$ cat src/rtl/msrv32_integer_file_mp.sv
// Multi-port integer register file with a per-register pending (scoreboard) bit.
// Define MSRV32_RF_BYPASS_EN to forward same-cycle write data/busy-clear onto the read ports.
module msrv32_integer_file_mp #(
    parameter int XLEN  = 32,
    parameter int NREGS = 32,
    parameter int NRD   = 2,
    localparam int AW   = $clog2(NREGS)
) (
    input  logic                ms_riscv32_mp_clk_in,
    input  logic                ms_riscv32_mp_rst_in,
    input  logic                wr0_en_in,
    input  logic [AW-1:0]       wr0_addr_in,
    input  logic [XLEN-1:0]     wr0_data_in,
    input  logic                wr1_en_in,
    input  logic [AW-1:0]       wr1_addr_in,
    input  logic [XLEN-1:0]     wr1_data_in,
    input  logic                sb_set_en_in,
    input  logic [AW-1:0]       sb_set_addr_in,
    input  logic [NRD*AW-1:0]   rs_addr_in,
    output logic [NRD*XLEN-1:0] rs_data_out,
    output logic [NRD-1:0]      rs_busy_out,
    output logic                sb_any_busy_out
);

    logic [NREGS-1:0][XLEN-1:0] regs;
    logic [NREGS-1:0]           busy;

    // Entry 0 is never written after reset, so it stays hard zero.
    always_ff @(posedge ms_riscv32_mp_clk_in or posedge ms_riscv32_mp_rst_in) begin
        if (ms_riscv32_mp_rst_in) begin
            regs <= '0;
            busy <= '0;
        end else begin
            for (int i = 1; i < NREGS; i++) begin
                if (wr0_en_in && wr0_addr_in == AW'(i))
                    regs[i] <= wr0_data_in;
                else if (wr1_en_in && wr1_addr_in == AW'(i))
                    regs[i] <= wr1_data_in;

                // A new issue to the same register outranks the completing write.
                if (sb_set_en_in && sb_set_addr_in == AW'(i))
                    busy[i] <= 1'b1;
                else if (wr1_en_in && wr1_addr_in == AW'(i))
                    busy[i] <= 1'b0;
            end
        end
    end

    assign sb_any_busy_out = |busy;

    for (genvar k = 0; k < NRD; k++) begin : g_rd
        logic [AW-1:0]   addr;
        logic [XLEN-1:0] data;
        logic            bsy;

        assign addr = rs_addr_in[k*AW +: AW];

        always_comb begin
            data = regs[addr];
            bsy  = busy[addr];
`ifdef MSRV32_RF_BYPASS_EN
            if (addr != '0) begin
                if (wr1_en_in && wr1_addr_in == addr) begin
                    data = wr1_data_in;
                    if (!(sb_set_en_in && sb_set_addr_in == addr))
                        bsy = 1'b0;
                end
                if (wr0_en_in && wr0_addr_in == addr)
                    data = wr0_data_in;
            end
`endif
            if (ms_riscv32_mp_rst_in) begin
                data = '0;
                bsy  = 1'b0;
            end
        end

        assign rs_data_out[k*XLEN +: XLEN] = data;
        assign rs_busy_out[k]              = bsy;
    end

endmodule

$ cat config.mk
export PLATFORM = sky130hd
export DESIGN_NAME = msrv32_integer_file_mp
export DESIGN_NICKNAME = d
export VERILOG_FILES = /design/src/rtl/msrv32_integer_file_mp.sv
export SDC_FILE = /design/constraint.sdc
export NUM_CORES = 2
export LEC_CHECK = 0
export CAP_MARGIN = 20
export CORE_AREA = 5 5 406 408
export DETAILED_ROUTE_END_ITERATION = 8
export DIE_AREA = 0 0 411 413
export PLACE_DENSITY = 0.52
export SKIP_LAST_GASP = 1
export SLEW_MARGIN = 40
export SYNTH_ARGS = -nofsm -noshare
export SYNTH_HDL_FRONTEND = slang
export SYNTH_SLANG_ARGS = --single-unit
$ cat constraint.sdc
create_clock -name ms_riscv32_mp_clk_in -period 79.2 [get_ports ms_riscv32_mp_clk_in]
set_input_delay 15.84 -clock ms_riscv32_mp_clk_in [delete_from_list [all_inputs] [get_ports ms_riscv32_mp_clk_in]]
set_output_delay 15.84 -clock ms_riscv32_mp_clk_in [all_outputs]
set_load 0.01 [all_outputs]
After elaboration in Yosys (flattened, before gate mapping)
Cells that the tools add are included.
{"block": "totals", "regBits": 1023, "inputBits": 94, "output_inout_bits": 67, "wordCells": 449}
{"block": "classes", "n_lt_le_gt_ge": 2, "n_eq_ne": 93, "n_mux": 136, "reduce_logical": 156}
{"op": "$mux 32", "n": 66}
{"op": "$bmux 32 s5", "n": 2}
{"op": "$eq 5x5->1 const B", "n": 48}
{"op": "$reduce_bool 2->1", "n": 62}
{"op": "$eq 5x4->1 const B", "n": 24}
{"op": "$logic_and 1x1->1", "n": 93}
{"op": "$mux 1", "n": 66}
{"op": "$eq 5x3->1 const B", "n": 12}
{"op": "$reduce_or 32->1", "n": 1}
{"op": "$eq 5x2->1 const B", "n": 6}
{"op": "$eq 5x1->1 const B", "n": 3}
{"op": "$lt 5x6->1 const B", "n": 2}
{"op": "$bmux 1 s5", "n": 2}

Logic depth before layout (Yosys ltp)
{"block": "logic_depth", "ltp_word": 4, "mapped_depth": 9, "depth_no_buf": 4}

Least setup slack after synthesis
OpenSTA, ideal clock, no wires.
{"block": "synth_path", "kind": "input port to output port", "startpoint": "input ms_riscv32_mp_rst_in", "endpoint": "output rs_busy_out[1]", "t_arrival_ps": 39742, "path_slack_ps": 23618, "path_stages": 5, "path_buffers": 3, "cell_sequence": "clkbuf_1 -> clkbuf_1 -> inv_1 -> o311a_1 -> buf_4"}
{"block": "synth_via", "elab_chain_cells": 1}
{"item": "start, declared", "line_no": "10", "source": "input logic ms_riscv32_mp_rst_in,"}
{"item": "$mux 1", "line_no": "72", "source": "if (ms_riscv32_mp_rst_in) begin"}
{"item": "end, declared", "line_no": "21", "source": "output logic [NRD-1:0] rs_busy_out,"}
Every way passes these cells.

Final worst setup path
{"block": "layout_path", "startpoint": "input rs_addr_in[6]", "endpoint": "output rs_data_out[51]"}
{"block": "layout_via", "elab_chain_cells": 3}
{"item": "start, declared", "line_no": "19", "source": "input logic [NRD*AW-1:0] rs_addr_in,"}
{"item": "$bmux 32 s5", "line_no": "59", "source": "data = regs[addr];"}
{"item": "$mux 32 (not written as such)", "line_no": "59"}
{"item": "$mux 32", "line_no": "72"}
{"item": "end, declared", "line_no": "20", "source": "output logic [NRD*XLEN-1:0] rs_data_out,"}
Every way passes these cells. The select of a mux whose other input is x is not followed.

==> results.toml <==
[grt]
grtUsageTotal_pct = 29.7
antenna_found_initial = 8
grt_pass1_wl_um = 369000
grt_max_degree = 115
grt_pass1_vias = 48424
overflow = 0

[die]
start_util_pct = 39.5
die_x_um = 411
core_area_mm2 = 0.161
ios = 161
die-height_um = 413
die_area_mm2 = 0.170
num_rows = 148

[timing]
hold_ws_ns = 0.517
final-setup-viol-count = 0
tns_ns = 0
hold_viol = 0
skew_ns = 0
post-route-min-period_ns = 36.62
finalMaxSlewViolations = 0
fin_ws_ns = 42.58
slew_headroom_pct = 34.5
max_freq_mhz = 27.3
rsz0062_at_grt = "false"
worst_pin_slew_ns = 0.983
fin_crit_sh_pct = 46.2

[logic_synthesis]
async_flop_share_pct = 100
synth_area_leader_cell = "dfrtp_1"
synth_top_area_share_pct = 40.2
synth_edf_count = 0
syn_area_mm2 = 0.0637
synthCells = 5995
ys_warn_count = 33
synthTopCellsByArea = "dfrtp_1 (40%), mux2i_1 (17%), mux4_2 (15%)"
syn_avg_cell_area_um2 = 10.6
synthFlopType = "dfrtp_1"
synth_commonest_cells = "mux2i_1 (1095), dfrtp_1 (1023), a21oi_1 (545)"
yosysMostFrequentCell = "mux2i_1"
yosysSeqAreaShare_pct = 40.2
ys_types = 58
synth.net_count = 6089
ys_seq_elements = 1023

[worst_setup_path]
worstPathCellList = "buf_8, buf_4, buf_4, buf_4, mux4_2, a22o_1, a2111oi_0, a311oi_1, clkdlybuf4s50_1"
regToRegSetupSlack_ns = 78.36
worstSetupPathDepth = 9
critical_path_buf_inv_count = 5
critical_path.endpoint_type = "output pin"
critPathLaunchType = "primary input"
cp.arrival_ns = 20.78
critPathMaxStageDelay_ns = 0.79
r2r-end = "regs[207]"
cp_slowest_cell = "buf_4"
rr_worst_depth = 2
critPathMaxFanout = 59
path_delay_family = "buffers and inverters"
setup.worst_path.class = "in2out"
timing.rr.start = "regs[207]"
required_ns = 63.36
cp_common_cell = "buf_4"

[clock_tree]
ctsResizeCount = 0
post_cts.repair.setup_buffers = 0
cts_buffer_depth = 3
numCtsBuffers = 120
root_buffer = "clkbuf_16"
insertion_delay_ns = 0.74
h-tree-depth = 3
cts_sinks = 1023
cts_tree = "built"
hold_buffers = 0
clk_pin_slew_worst_paths_ns = 0.06

[detailed_routing]
ant_nets = 0
firstDrtPassIters = 6
drtIter0Drc = 6142
wire_per_inst_um = 32.0
wl_um = 257000
vias = 50423
drc_errors = 0
vias_per_cell = 6.29

[pwr]
p_leak_uw = 0.0303
power_density_mw_per_mm2 = 24.9
irDropWorstVdd_mv = 0.0192

[worst_hold_path]
hold_path_end = "busy[24]"
whs_path_depth = 2
hold_class = "reg2reg"
hold_start = "busy[24]"

[final_layout]
drive_gt1_share_pct = 17.6
fin_util_pct = 44.3
seq_area_mm2 = 0.0256
multiInputGateArea_mm2 = 0.0356
final_nets = 5832
area_growth_pct = 12.1
fill_cells = 14964

[placement]
pre_cts_ws_ns = 42.57
dp_hpwl_um = 142000
place.gp.congestion = 0.821
numPortBuffers = 159

[flow_run]
drv_cap = 0

[run_status]
outcome = "complete, no violations"
## worst max-delay path by stage
stage,from,slack [ns],end
global route,rs_addr_in[6],42.50,rs_data_out[51]
global placement,rs_addr_in[6],42.61,rs_data_out[53]
detailed placement,rs_addr_in[6],42.57,rs_data_out[51]
finish,rs_addr_in[6],42.58,rs_data_out[51]
CTS,rs_addr_in[6],42.56,rs_data_out[51]
floorplan,ms_riscv32_mp_rst_in,23.62,rs_busy_out[1]
## cell families (layout without fill, tap and decap cells)
logic type	count (synthesis)	after routing	synth area share [%]
muxes	1620	1620	34.1
and+or+nand+nor	1224	1224	7.90
buffers and inverters	730	574	5.04
AOI/OAI and AO/OA	1397	1397	12.8
other	1	9	0.00589
DFF	1023	1023	40.2
## stage by stage
step | instance area [µm²] | power [µW] | std cells
after CTS | 71200 | 1780 | 8010
after global placement | 66500 | 1190 | 7764
after floorplan | 63700 | 1080 | 5995
after global routing | 71400 | 1860 | 8015
after detailed placement | 67200 | 1200 | 7787
final | 71400 | 1780 | 8022
## worst reg2reg max path, stage by stage, from the launching register on
cell and delay, ns:
dfrtp_1 0.40, mux2i_1 0.13, o21ai_0 0.14
## where the power goes
| part | switching (µW) | internal, µW | total (µW) | leakage, µW |
|---|---|---|---|---|
| Sequential | 112 | 662 | 774 | 0.0124 |
| Clock | 244 | 333 | 578 | 0.00201 |
| Combinational | 192 | 237 | 429 | 0.0159 |
## cell type report
class                   count  area share, %
repair buffers            340           4.77
diodes                      8         0.0280
clock buffers             187           5.15
inverters                  11         0.0788
clock inverters            36          0.527
flip-flops and latches   1023           35.8
well taps                2175           3.81
multi-input cells        4242           49.8
## layer usage
layer	wire length, µm	vias to the layer above	share of wire, %	GRT usage [%]
met1	109000	25699	42	41.6
met2	115000	2665	45	45.4
met5	116	-	0.045	0.374
met3	23100	471	9.0	6.47
met4	10000	6	3.9	10.9
li1	-	21582	-	-
## layout by cell type (no fill, tap or decap), types with 41 or more instances in the layout
cell	instances
mux2i_1	1095
dfrtp_1	1023
a21oi_1	545
nand2_1	521
nor2_1	517
o21ai_0	506
mux4_2	429
clkdlybuf4s50_1	134
clkbuf_16	121
buf_4	115
mux2_2	96
a221oi_1	68
o22ai_1	63
buf_6	46
a22o_1	41
## registers in the layout, summed over array words and instances, names as in the netlist
register	cells
regs	992
busy	31
No activity file was read; power rests on OpenSTA's default activity.
